<file path="src/rtl/pipeline_hazard_controller.sv">
// Hazard controller for the 5-stage SIMPLE pipeline: EX/MEM writer history,
// operand forwarding selects, load-use bubble, branch flush and HLT parking.
//
// state    | meaning
// ---------+-----------------------------------------------------------
// ST_RUN   | normal issue; forwarding and load-use detection active
// ST_FLUSH | flush held for the remaining cycles after a taken branch
// ST_HALT  | parked after HLT; stall and bubble held until resume
module pipeline_hazard_controller #(
    parameter int FLUSH_CYCLES = 2
) (
    input  logic       clk_i,
    input  logic       reset_i,
    input  logic       id_valid_i,
    input  logic [1:0] id_op1_i,
    input  logic [2:0] id_op2_i,
    input  logic [2:0] id_cond_i,
    input  logic [3:0] id_op3_i,
    input  logic       ex_branch_taken_i,
    input  logic       resume_i,
    output logic       stall_o,
    output logic       bubble_o,
    output logic       flush_o,
    output logic [1:0] fwd_a_o,
    output logic [1:0] fwd_b_o,
    output logic       halted_o
);

    typedef enum logic [1:0] {
        ST_RUN   = 2'd0,
        ST_FLUSH = 2'd1,
        ST_HALT  = 2'd2
    } state_e;

    typedef struct packed {
        logic       valid;
        logic [2:0] dest;
        logic       is_load;
    } slot_t;

    localparam logic [1:0] CNT_LOAD = 2'(FLUSH_CYCLES - 1);

    state_e     state_q;
    logic [1:0] cnt_q;
    logic       halted_q;
    slot_t      slot1_q, slot2_q;
    slot_t      slot1_d;
    slot_t      wr_dec;
    logic       a_rd, b_rd;
    logic       hlt_req, load_use;

    always_comb begin
        wr_dec = '0;
        case (id_op1_i)
            2'b11: begin
                wr_dec.valid = (id_op3_i <= 4'b1100) && (id_op3_i != 4'b0101)
                               && (id_op3_i != 4'b0111);
                wr_dec.dest  = id_cond_i;
            end
            2'b10: begin
                wr_dec.valid = (id_op2_i[2:1] == 2'b00);
                wr_dec.dest  = id_cond_i;
            end
            2'b00: begin
                wr_dec.valid   = 1'b1;
                wr_dec.dest    = id_op2_i;
                wr_dec.is_load = 1'b1;
            end
            default: wr_dec = '0;
        endcase
    end

    assign a_rd = ((id_op1_i == 2'b11) && ((id_op3_i <= 4'b0110) || (id_op3_i == 4'b1101)))
                  || (id_op1_i == 2'b01);

    assign b_rd = ((id_op1_i == 2'b11) && ((id_op3_i <= 4'b0101) || (id_op3_i[3:2] == 2'b10)))
                  || (id_op1_i == 2'b01) || (id_op1_i == 2'b00)
                  || ((id_op1_i == 2'b10) && ((id_op2_i == 3'b001) || (id_op2_i == 3'b010)
                                              || (id_op2_i == 3'b110)));

    assign flush_o = ex_branch_taken_i || (state_q == ST_FLUSH);

    assign hlt_req = (state_q == ST_RUN) && !flush_o && id_valid_i
                     && (id_op1_i == 2'b11) && (id_op3_i == 4'b1111);

    assign load_use = id_valid_i && slot1_q.valid && slot1_q.is_load
                      && ((a_rd && (id_op2_i == slot1_q.dest))
                          || (b_rd && (id_cond_i == slot1_q.dest)));

    assign stall_o  = !flush_o && ((state_q == ST_HALT) || load_use);
    assign bubble_o = stall_o;
    assign halted_o = halted_q;

    // A load sitting in EX cannot forward; such a match falls through to MEM.
    always_comb begin
        fwd_a_o = 2'b00;
        fwd_b_o = 2'b00;
        if (!flush_o) begin
            if (a_rd && id_valid_i && slot1_q.valid && !slot1_q.is_load
                && (id_op2_i == slot1_q.dest))
                fwd_a_o = 2'b01;
            else if (a_rd && slot2_q.valid && (id_op2_i == slot2_q.dest))
                fwd_a_o = 2'b10;
            if (b_rd && id_valid_i && slot1_q.valid && !slot1_q.is_load
                && (id_cond_i == slot1_q.dest))
                fwd_b_o = 2'b01;
            else if (b_rd && slot2_q.valid && (id_cond_i == slot2_q.dest))
                fwd_b_o = 2'b10;
        end
    end

    assign slot1_d = (id_valid_i && !bubble_o && !flush_o) ? wr_dec : '0;

    always_ff @(posedge clk_i or posedge reset_i) begin
        if (reset_i) begin
            slot1_q <= '0;
            slot2_q <= '0;
        end else begin
            slot1_q <= slot1_d;
            slot2_q <= slot1_q;
        end
    end

    always_ff @(posedge clk_i or posedge reset_i) begin
        if (reset_i) begin
            state_q  <= ST_RUN;
            cnt_q    <= 2'd0;
            halted_q <= 1'b0;
        end else begin
            case (state_q)
                ST_RUN: begin
                    if (ex_branch_taken_i) begin
                        cnt_q   <= CNT_LOAD;
                        state_q <= (CNT_LOAD == 2'd0) ? ST_RUN : ST_FLUSH;
                    end else if (hlt_req) begin
                        state_q  <= ST_HALT;
                        halted_q <= 1'b1;
                    end
                end
                ST_FLUSH: begin
                    // The pulse cycle is the first flush cycle, so leave when the count expires.
                    if (ex_branch_taken_i) begin
                        cnt_q   <= CNT_LOAD;
                        state_q <= (CNT_LOAD == 2'd0) ? ST_RUN : ST_FLUSH;
                    end else if (cnt_q <= 2'd1) begin
                        cnt_q   <= 2'd0;
                        state_q <= ST_RUN;
                    end else begin
                        cnt_q <= cnt_q - 2'd1;
                    end
                end
                ST_HALT: begin
                    if (resume_i) begin
                        state_q  <= ST_RUN;
                        halted_q <= 1'b0;
                    end
                end
                default: begin
                    state_q  <= ST_RUN;
                    cnt_q    <= 2'd0;
                    halted_q <= 1'b0;
                end
            endcase
        end
    end

endmodule

</file>
<file path="config.mk">
export PLATFORM = sky130hd
export DESIGN_NAME = pipeline_hazard_controller
export DESIGN_NICKNAME = d
export VERILOG_FILES = /design/src/rtl/pipeline_hazard_controller.sv
export SDC_FILE = /design/constraint.sdc
export NUM_CORES = 1
export LEC_CHECK = 0
export ABC_CLOCK_PERIOD_IN_PS = 2400
export CAP_MARGIN = 20
export CORE_MARGIN = 3
export CORE_UTILIZATION = 40
export CTS_BUF_LIST = sky130_fd_sc_hd__clkbuf_8 sky130_fd_sc_hd__clkbuf_16
export DETAILED_ROUTE_END_ITERATION = 8
export PLACE_DENSITY = 0.79
export RECOVER_POWER = 25
export SETUP_SLACK_MARGIN = 0.1
export SYNTH_ARGS = -nofsm -noshare
export SYNTH_HDL_FRONTEND = slang
export SYNTH_SLANG_ARGS = --single-unit
</file>
<file path="constraint.sdc">
create_clock -name clk_i -period 2.4 [get_ports clk_i]
set_input_delay 0.48 -clock clk_i [delete_from_list [all_inputs] [get_ports clk_i]]
set_output_delay 0.48 -clock clk_i [all_outputs]
set_load 0.03 [all_outputs]
</file>
## Word-level counts from Yosys, hierarchy flattened

Cells that the tools add are included.

| operators by class | value |
|---|---|
| add/subtract/negate cells | 1 |
| order comparisons | 4 |
| eq/ne operators | 23 |
| mux-type cells | 23 |
| bitwise logic cells | 2 |
| reduce and logical (&&, ||, !) cells | 49 |

Operators with widths:

| kind | count |
|---|---|
| 1-bit logical AND | 29 |
| 2-bit two-way mux | 14 |
| 3-bit equality test | 4 |
| 2-bit one-hot mux with 3 select lines | 2 |
| 4-bit one-hot mux with 3 select lines | 1 |
| 1-bit logical OR | 11 |
| 2-bit equality test (second input constant) | 4 |
| 4-bit equality test (second input constant) | 2 |
| 4-bit by 3-bit <= comparator with 1-bit output (second input constant) | 2 |
| 2-bit != test (second input constant) | 4 |
| 4-bit by 3-bit != test with 1-bit output (second input constant) | 2 |
| 2-bit logical NOT | 3 |
| 5-bit two-way mux | 1 |
| 2-bit by 1-bit equality test with 1-bit output (second input constant) | 2 |
| 4-bit <= comparator (second input constant) | 1 |
| 1-bit two-way mux | 4 |
| 4-bit AND reduction | 1 |
| 3-bit by 1-bit equality test with 1-bit output (second input constant) | 1 |
| 3-bit by 2-bit equality test with 1-bit output (second input constant) | 1 |
| 3-bit equality test (second input constant) | 1 |
| 1-bit logical NOT | 3 |
| 3-bit by 2-bit != test with 1-bit output (second input constant) | 1 |
| 3-bit != test (second input constant) | 1 |
| 1-bit one-hot mux with 3 select lines | 1 |
| other kinds (5) | 6 |

| storage, ports and cells | value |
|---|---|
| flip-flop bits (word level) | 14 |
| input port bits | 17 |
| word-level logic and storage cells | 110 |

## Longest topological paths before layout

Gate-level depths: netlist of the first run.

| depth | value |
|---|---|
| depth after elaboration | 15 |
| mapped depth | 6 |
| mapped depth without buffers | 4 |

## Worst setup path after synthesis of the first run

No wires, ideal clock.

| timing path | value |
|---|---|
| kind | input to output |
| start point | input id_op2_i[0] |
| end point | output stall_o |
| data arrival time | 1.714 ns |
| data required time | 1.920 ns |
| slack | 0.206 ns |
| stages on the path | 5 |
| path buffers | 1 |
| path through | nor3b_1 > o41ai_2 > o22ai_2 > a31o_1 > buf_4 |

| between the ends | value |
|---|---|
| word-level cells in the longest chain between the ends | 10 |
| elaborated cells on any way between the ends | 14 |

RTL lines:

| item | RTL line | RTL |
|---|---|---|
| start, declared | 16 | `input logic [2:0] id_op2_i,` |
| 3-bit by 1-bit equality test with 1-bit output or 3-bit by 2-bit equality test with 1-bit output (tied branches) | 78 | `\|\| ((id_op1_i == 2'b10) && ((id_op2_i == 3'b001) \|\| (id_op2_i == 3'b010)` |
| 1-bit logical OR | 78 |  |
| 1-bit logical OR | 79 | `\|\| (id_op2_i == 3'b110)));` |
| 1-bit logical AND | 78 |  |
| 1-bit logical OR | 78 |  |
| 1-bit logical AND | 88 | `\|\| (b_rd && (id_cond_i == slot1_q.dest)));` |
| 1-bit logical OR * | 88 |  |
| 1-bit logical AND * | 87 | `&& ((a_rd && (id_op2_i == slot1_q.dest))` |
| 1-bit logical OR * | 90 | `assign stall_o = !flush_o && ((state_q == ST_HALT) \|\| load_use);` |
| 1-bit logical AND * | 90 |  |
| end, declared | 21 | `output logic stall_o,` |

Mark *: on every way between the ends. The rest lies on a longest branch, timed or not.

## Worst setup path after layout of the first run

| timing path | value |
|---|---|
| start point | input id_op1_i[1] |
| end point | output stall_o |

| between the ends | value |
|---|---|
| word-level cells in the longest chain between the ends | 10 |
| elaborated cells on any way between the ends | 17 |

RTL lines:

| item | RTL line | RTL |
|---|---|---|
| start, declared | 15 | `input logic [1:0] id_op1_i,` |
| 2-bit equality test | 73, 76 |  |
| 1-bit logical AND | 76 | `assign b_rd = ((id_op1_i == 2'b11) && ((id_op3_i <= 4'b0101) \|\| (id_op3_i[3:2] == 2'b10)))` |
| 1-bit logical OR (2 in a row) | 77 | `\|\| (id_op1_i == 2'b01) \|\| (id_op1_i == 2'b00)` |
| 1-bit logical OR | 78 |  |
| 1-bit logical AND | 88 |  |
| 1-bit logical OR * | 88 |  |
| 1-bit logical AND * | 87 |  |
| 1-bit logical OR * | 90 |  |
| 1-bit logical AND * | 90 |  |

Marked as above.

==> results of run 1 <==
worst min-delay path by stage:
stage / slack [ps] / cells after the start / start / end
2_1_floorplan: 370 / 1 / reset_i / cnt_q[0]
3_3_place_gp: 370 / 0 / slot1_q[4] / slot2_q[4]
3_5_place_dp: 390 / 0 / slot1_q[4] / slot2_q[4]
4_1_cts: 400 / 0 / slot1_q[4] / slot2_q[4]
5_1_grt: 410 / 0 / slot1_q[4] / slot2_q[4]
6_report: 410 / 0 / slot1_q[4] / slot2_q[4]
per-layer routing:
| layer | vias to the layer above | part of all wire (%) | track usage, % |
|---|---|---|---|
| met4 | 0 | 1.5 | 8.09 |
| met3 | 4 | 3.5 | 3.70 |
| met5 | - | 0 | 0 |
| met1 | 415 | 45 | 22.4 |
| met2 | 19 | 50 | 30.6 |
| li1 | 431 | - | - |
placed cells by master (no fill, tap or decap), types with 2 or more instances in the layout:
cell and n:
buf_4 22, xnor2_2 2, nand2_1 9, nand4_1 2, nor3_1 4, xnor2_1 4
inv_1 5, dlygate4sd2_1 11, xor2_1 7, and3_1 2, nor2_1 5, o2111ai_1 2
clkbuf_8 4, dfrtp_1 13, a21oi_1 9, a22o_1 3, buf_6 3, o21ai_0 3
clkdlybuf4s50_1 4, nor3b_1 2, nand3_1 2
power by group through the flow:
stage | combinational (uW) | clock (uW) | sequential (uW)
after floorplan | 51.5 | 0 | 254
after global placement | 124 | 0 | 253
after detailed placement | 127 | 0 | 254
after CTS | 124 | 236 | 250
after global routing | 136 | 244 | 251
final | 126 | 235 | 250
state kept, by name, indices dropped and copies added (netlist names):
signal / flops
state_q: 2
slot1_q: 5
cnt_q: 2
halted_o: 1
slot2_q: 4
cell families (layout without fill, tap and decap cells):
family          count (synthesis)  count (layout)
simple gates                   33              33
compound gates                 27              27
flops                          14              14
xor+xnor                       13              13
buf+inv                        10              52
worst reg2reg max path, cell delays in order (launching register included):
cell	delay (ps)
dfrtp_1	490
xor2_1	190
nor3b_1	440
o21ai_0	200
a21oi_1	150
layout make-up:
class / count / area share, %
repair buffers: 43 / 27.3
clock buffers: 4 / 4.15
inverters: 5 / 1.41
well taps: 27 / 2.54
flip-flops and latches: 14 / 26.5
multi-input cells: 73 / 38.1
per-stage QoR:
stage	TNS (ps)	worst slack (ps)
6_report	0	159
5_1_grt	0	91.3
4_1_cts	0	131
3_5_place_dp	-359	-134
3_3_place_gp	-214	-99.8
2_1_floorplan	0	206
repair_timing:
item / CTS / global route
setup buffers: 1 / 1
hold buffers: 0 / 0
pin swaps: 5 / 5
gates resized for setup: 17 / 6
setup endpoints to repair: 6 / 5
==> flow_summary_export.csv, run 1 <==
group,metric,value,unit
power,comb_power_share,20.6,%
synthesis,yosys.area_share.simple,19.6,%
final_layout,area_growth,52.0,%
outcome,status,"finished, final reports clean",
routing,dr.first_iter.drc_count,30,
synthesis,synth_xor_area_share,13.0,%
synthesis,synth_compound_area_share,22.2,%
synthesis,synth-seq-cells,14,
synthesis,synth_fp_nets,114,
synthesis,synth_top_family_by_area,"compound AO/OA/AOI/OAI gates",
sta,rsz0062_at_grt,"false",
floorplan,dieArea,2780,sq um
clock_network,worstSkewPairLatency,250,ps
placed_design,gp_congestion,0.897,
sta,worst_pin_slew,566,ps
sta,slew_viol_final,0,
power,powerDensity,460,nW/um^2
floorplan,core,2020,sq um
synthesis,syn_area,873,sq um
sta,fmax,446,MHz
sta,slew_headroom,62.2,%
floorplan,io_pins,25,
global_routing,first_global_vias,845,
synthesis,synth_top_area_share,40.1,%
sta,holdWs,410,ps
setup_path,end_kind,"primary output",
sta,finClkSkew,0.319,ps
setup_path,rr_startpoint,"state_q[0]",
synthesis,async_flop_share,100,%
synthesis,yosysMostFrequentCell,"dfrtp_1",
synthesis,synth_top_area_cell,"dfrtp_1",
sta,fin_crit_sh,93.4,%
synthesis,syn_area_per_cell,9.00,sq um
clock_network,clk_pin_slew_worst_paths,60,ps
synthesis,yosysSeqAreaShare,40.1,%
synthesis,synth.distinct_cells,34,
final_layout,finalNonFillerCells,166,
setup_path,worstPathRequired,1920,ps
final_layout,num-nets-final,157,
setup_path,crit_path_end,"stall_o",
synthesis,ys_warn_count,0,
routing,vias,869,
power,peakVddDrop,353,uV
setup_path,path_class,"input pin to primary output",
floorplan,start_util,43.2,%
synthesis,syn_inst,97,
synthesis,synth_mux_area_share,0,%
final_layout,num_antenna_cells,0,
setup_path,arrival,1760,ps
synthesis,synth_common_cells,"14 x dfrtp_1, 9 x a21oi_1, 9 x nand2_1",
setup_path,worstReg2RegEnd,"slot1_q[4]",
global_routing,grt_usage,18.3,%
setup_path,crit_buf_inv,3,
placed_design,portBuffers,24,
final_layout,num-fill-cells,157,
routing,drc,0,
sta,period_needed,2240,ps
clock_network,cts_root_buf,"clkbuf_8",
global_routing,antenna_found_initial,0,
global_routing,grt_pass1_wl,3.70,mm
clock_network,cts_tree,"yes",
setup_path,reg2reg_depth,4,
power,p_total,611,uW
clock_network,cts_max_path_buffers,2,
worst_hold_path,hold_path_class,"register to register",
routing,ant_nets,0,
final_layout,final_design_area_no_fill,1330,sq um
setup_path,max_stage_delay,400,ps
setup_path,reg2reg_setup_slack,860,ps
setup_path,startpoint_type,"input pin",
global_routing,grt_max_degree,15,
synthesis,synth_area_leaders,"dfrtp_1 40%, xor2_1 7.0%, xnor2_1 6.0%",
floorplan,fp.dieW,52.7,um
clock_network,htreeDepth,1,
setup_path,slowest_stage,"o41ai_2",
flow_run,maxCapViolCount,0,
placed_design,placedCellCount,160,
synthesis,synth-edff-count,0,
power,switching_share,25.6,%
power,switchingPower,157,uW
clock_network,numCtsBuffers,3,
synthesis,ys.flop_type,"dfrtp_1",
power,intPower,455,uW
final_layout,fin_util,65.7,%
clock_network,cts.sinks,14,
sta,hold_viol,0,
setup_path,path_max_fanout,2,
setup_path,cp.depth,6,
routing,wl_per_cell,13.8,um
routing,vias_per_cell,5.23,
floorplan,rows,16,
setup_path,crit_family,"compound AO/OA/AOI/OAI gates",
setup_path,crit_chain,"dlygate4sd2_1 > inv_1 > o41ai_2 > o22ai_2 > a31o_1 > buf_6",
sta,setup_viol,0,
global_routing,grt-ovfl-total,0,
power,p_leak,0.000629,uW
floorplan,die_h,52.7,um
placed_design,placed_area,1230,sq um
power,power_frac_clock,38.5,%
final_layout,seq_area,352,sq um
final_layout,drive_gt1_share,26.6,%
placed_design,dp_hpwl,1.74,mm
power,p_seq_share,40.9,%
routing,routed_wl,2.28,mm
routing,drt_first_pass_iters,4,
final_layout,multiInputGateArea,505,sq um
synthesis,yosys.area_share.adder,0,%
setup_path,startpoint,"id_op1_i[1]",
Power figures use the tool's default switching activity.
==> run 2, diff against run 1 <==
CORE_UTILIZATION = 35   (was 40)
PLACE_DENSITY = 0.72   (was 0.79)
==> flow_summary_export.csv, run 2 (same netlist as run 1, synthesis figures left out) <==
group,metric,value,unit
outcome,status,"finished, final reports clean",
sta,slew_viol_final,0,
clock_network,cts_tree,"yes",
routing,vias_per_cell,5.32,
floorplan,die_h,56.0,um
floorplan,dieArea,3130,sq um
sta,slew_headroom,65.6,%
global_routing,grt_max_degree,15,
global_routing,grt-ovfl-total,0,
routing,dr.first_iter.drc_count,24,
placed_design,pre_cts_ws,-99.5,ps
flow_run,maxCapViolCount,0,
floorplan,core,2300,sq um
power,powerDensity,416,nW/um^2
sta,setup_slack,136,ps
sta,worst_pin_slew,515,ps
clock_network,cts.sinks,14,
final_layout,num-fill-cells,201,
setup_path,startpoint_type,"input pin",
routing,drt_first_pass_iters,4,
final_layout,layout_common_cells,"23 x buf_4, 14 x dfrtp_1, 12 x dlygate4sd2_1, 9 x a21oi_1, 9 x nand2_1",
setup_path,end_kind,"primary output",
setup_path,worstPathRequired,1920,ps
global_routing,grt_usage,17.0,%
global_routing,grt_pass1_wl,4.27,mm
floorplan,start_util,38.0,%
setup_path,path_class,"input pin to primary output",
routing,ant_nets,0,
clock_network,worstSkewPairLatency,240,ps
clock_network,clk_pin_slew_worst_paths,60,ps
routing,vias,883,
clock_network,cts_root_buf,"clkbuf_8",
routing,drc,0,
floorplan,io_pins,25,
placed_design,portBuffers,24,
power,peakVddDrop,299,uV
final_layout,reg_top3,"slot1_q: 5 flops, slot2_q: 4 flops",
global_routing,antenna_found_initial,0,
sta,fmax,442,MHz
final_layout,layout_commonest_cell,"buf_4",
clock_network,numCtsBuffers,3,
sta,rsz0062_at_grt,"true",
final_layout,largest_reg_flops,5,
routing,wl_per_cell,15.0,um
floorplan,fp.dieW,56.0,um
final_layout,top_register,"slot1_q",
final_layout,drive_gt1_share,30.4,%
worst_hold_path,hold_path_class,"register to register",
placed_design,gp_congestion,0.817,
global_routing,first_global_vias,928,
power,p_leak,0.000647,uW
final_layout,area_growth,58.9,%
setup_path,path_max_fanout,3,
sta,fin_crit_sh,94.3,%
final_layout,num-nets-final,157,
final_layout,num_antenna_cells,0,
sta,setup_viol,0,
setup_path,arrival,1780,ps
routing,routed_wl,2.50,mm
sta,holdWs,398,ps
sta,finClkSkew,9.02,ps
clock_network,htreeDepth,1,
placed_design,dp_hpwl,1.82,mm
sta,hold_viol,0,
clock_network,cts_max_path_buffers,2,
sta,period_needed,2260,ps
floorplan,rows,17,
==> run 2: area by class of cell <==
cell class | instances | area [sq um] | share of cell area [%]
repair buffers | 43 | 365 | 26.3
multi-input cells | 73 | 577 | 41.6
flip-flops and latches | 14 | 350 | 25.2
inverters | 5 | 18.8 | 1.35
well taps | 28 | 35.0 | 2.52
clock buffers | 3 | 41.3 | 2.98
==> run 2: per-stage QoR <==
stage | cells | utilization, % | cell area, sq um | TNS, ps | total power, uW
after CTS | 165 | 58.1 | 1330 | 0 | 572
after global placement | 161 | 53.8 | 1240 | -149 | 378
after global routing | 166 | 60.4 | 1390 | 0 | 610
final | 166 | 60.4 | 1390 | 0 | 577
after floorplan | 97 | - | 873 | 0 | 305
after detailed placement | 161 | 53.8 | 1240 | -203 | 381
==> run 2: worst max-delay path, cell delays in order <==
cell           delay (ps)
dlygate4sd2_1         270
nor3b_2               180
o41ai_4               370
o22ai_4               120
a31o_1                220
buf_6                 150
==> run 2: where the power goes <==
part           leakage [uW]  total (uW)  switching, uW  internal, uW
Combinational      0.000437         140           68.9          71.5
Sequential         0.000188         251           7.39           243
Clock             0.0000216         186           75.9           111
==> run 2: worst paths after layout <==
check,slack (ps),depth (start not counted),from,to
max,140,6,id_op2_i[0],stall_o
min,400,0,slot1_q[4],slot2_q[4]
max reg2reg,870,4,state_q[0],slot1_q[4]
min reg2reg,400,0,slot1_q[4],slot2_q[4]
max in group asynchronous,1340,2,reset_i,slot2_q[3]
min in group asynchronous,700,2,reset_i,state_q[0]
==> run 2: per-layer routing <==
metal | up-vias | wire [um] | global-route usage, %
li1 | 435 | - | -
met1 | 425 | 1110 | 21.3
met2 | 19 | 1260 | 28.2
met3 | 4 | 87 | 3.02
met4 | 0 | 38 | 8.14
met5 | - | 0 | 0
==> run 2: what timing repair did <==
action | 4_1_cts | 5_1_grt
pin swaps | 6 | 4
endpoints found under the setup margin | 6 | 6
hold buffers | 0 | 0
gates resized for setup | 23 | 8
setup buffers | 1 | 1
==> run 3, diff against run 2 <==
CTS_BUF_LIST = unset   (was sky130_fd_sc_hd__clkbuf_8 sky130_fd_sc_hd__clkbuf_16)
==> flow_summary_export.csv, run 3 (same netlist as run 1, synthesis figures left out) <==
group,metric,value,unit
setup_path,arrival,1780,ps
clock_network,cts_root_buf,"clkbuf_4",
final_layout,reg_top3,"slot1_q: 5 flops, slot2_q: 4 flops",
final_layout,num-nets-final,157,
sta,worst_pin_slew,531,ps
global_routing,grt_max_degree,15,
power,power_frac_clock,24.5,%
floorplan,io_pins,25,
sta,period_needed,2260,ps
setup_path,startpoint_type,"input pin",
sta,rsz0062_at_grt,"true",
sta,slew_viol_final,0,
routing,drc,0,
clock_network,hold_buffers,0,
clock_network,htreeDepth,1,
clock_network,numCtsBuffers,3,
final_layout,area_growth,56.7,%
power,p_leak,0.000632,uW
routing,drt_first_pass_iters,4,
sta,holdWs,403,ps
flow_run,maxCapViolCount,0,
final_layout,final_design_area_no_fill,1370,sq um
floorplan,fp.dieW,56.0,um
power,switchingPower,146,uW
routing,ant_nets,0,
floorplan,dieArea,3130,sq um
setup_path,worstPathRequired,1920,ps
floorplan,start_util,38.0,%
routing,dr.first_iter.drc_count,10,
final_layout,largest_reg_flops,5,
placed_design,placed_area,1240,sq um
power,powerDensity,379,nW/um^2
power,p_seq_share,48.3,%
sta,finClkSkew,11.3,ps
placed_design,pre_cts_ws,-99.5,ps
power,intPower,372,uW
worst_hold_path,hold_path_class,"register to register",
power,peakVddDrop,204,uV
sta,setup_slack,135,ps
global_routing,grt_pass1_wl,4.27,mm
placed_design,dp_hpwl,1.82,mm
outcome,status,"finished, final reports clean",
clock_network,worstSkewPairLatency,270,ps
routing,vias_per_cell,5.32,
floorplan,rows,17,
clock_network,cts_max_path_buffers,2,
sta,fin_crit_sh,94.4,%
routing,vias,883,
setup_path,end_kind,"primary output",
routing,wl_per_cell,15.2,um
power,comb_power_share,27.2,%
setup_path,path_max_fanout,3,
final_layout,top_register,"slot1_q",
floorplan,die_h,56.0,um
final_layout,layout_commonest_cell,"buf_4",
placed_design,portBuffers,24,
global_routing,grt_usage,17.0,%
power,switching_share,28.2,%
placed_design,gp_congestion,0.817,
floorplan,core,2300,sq um
final_layout,num_antenna_cells,0,
final_layout,layout_common_cells,"23 x buf_4, 12 x dfrtp_1, 12 x dlygate4sd2_1, 9 x a21oi_1, 9 x nand2_1",
global_routing,grt-ovfl-total,0,
sta,hold_viol,0,
clock_network,cts.sinks,14,
global_routing,antenna_found_initial,0,
sta,fmax,442,MHz
global_routing,first_global_vias,924,
routing,routed_wl,2.52,mm
setup_path,path_class,"input pin to primary output",
clock_network,cts_tree,"yes",
sta,slew_headroom,64.6,%
clock_network,clk_pin_slew_worst_paths,90,ps
sta,setup_viol,0,
final_layout,drive_gt1_share,31.9,%
-- run 3: changes by cell type in the layout (fill, tap and decap cells not counted), sizes merged --
cell           change
clkdlybuf4s50      +1
dlymetal6s2s       -1
-- run 3: per-layer routing --
layer,share of wire (%),global-route usage (%),vias to the layer above
met3,3.3,3.02,4
met5,0,0,-
li1,-,-,433
met1,45,21.3,427
met2,50,28.2,19
met4,1.5,8.14,0
-- run 3: final cells by class --
cell class / instances / area, sq um
fill: 203 / 928
tap: 28 / 35.0
clock buffer: 3 / 22.5
multi-input combinational: 73 / 577
inverter: 5 / 18.8
timing repair buffer: 43 / 363
sequential: 14 / 353
-- run 3: worst max-delay path, stage by stage --
cell	delay (ps)
dlygate4sd2_1	270
nor3b_2	180
o41ai_4	370
o22ai_4	120
a31o_1	220
buf_6	150
-- run 3: timing repair --
| item | in CTS | in global routing |
|---|---|---|
| setup endpoints to repair | 6 | 7 |
| buffers inserted | 1 | 1 |
| gates resized for setup | 23 | 9 |
| pin swaps | 6 | 4 |
| gates cloned | 0 | 0 |
-- run 3: path summary, 6_finish.rpt --
path	start	endpoint	slack [ps]	cells after the start
min reg2reg	slot1_q[4]	slot2_q[4]	400	0
min	slot1_q[4]	slot2_q[4]	400	0
min in group asynchronous	reset_i	halted_o	670	2
max	id_op2_i[0]	stall_o	140	6
max reg2reg	state_q[0]	slot1_q[4]	910	4
max in group asynchronous	reset_i	state_q[0]	1350	2
-- run 3: power groups by stage --
| stage | Combinational (uW) | Sequential, uW | Clock (uW) |
|---|---|---|---|
| 2_1_floorplan | 51.5 | 254 | 0 |
| 3_3_place_gp | 124 | 254 | 0 |
| 3_5_place_dp | 127 | 254 | 0 |
| 4_1_cts | 133 | 249 | 130 |
| 5_1_grt | 153 | 251 | 148 |
| 6_report | 141 | 250 | 127 |
-- run 3: per-stage QoR --
step	instances	power [uW]	setup TNS [ps]	util (%)
floorplan	97	305	0	-
global placement	161	378	-149	53.8
detailed placement	161	381	-203	53.8
CTS	165	512	0	57.2
global route	166	552	0	59.6
finish	166	518	0	59.6
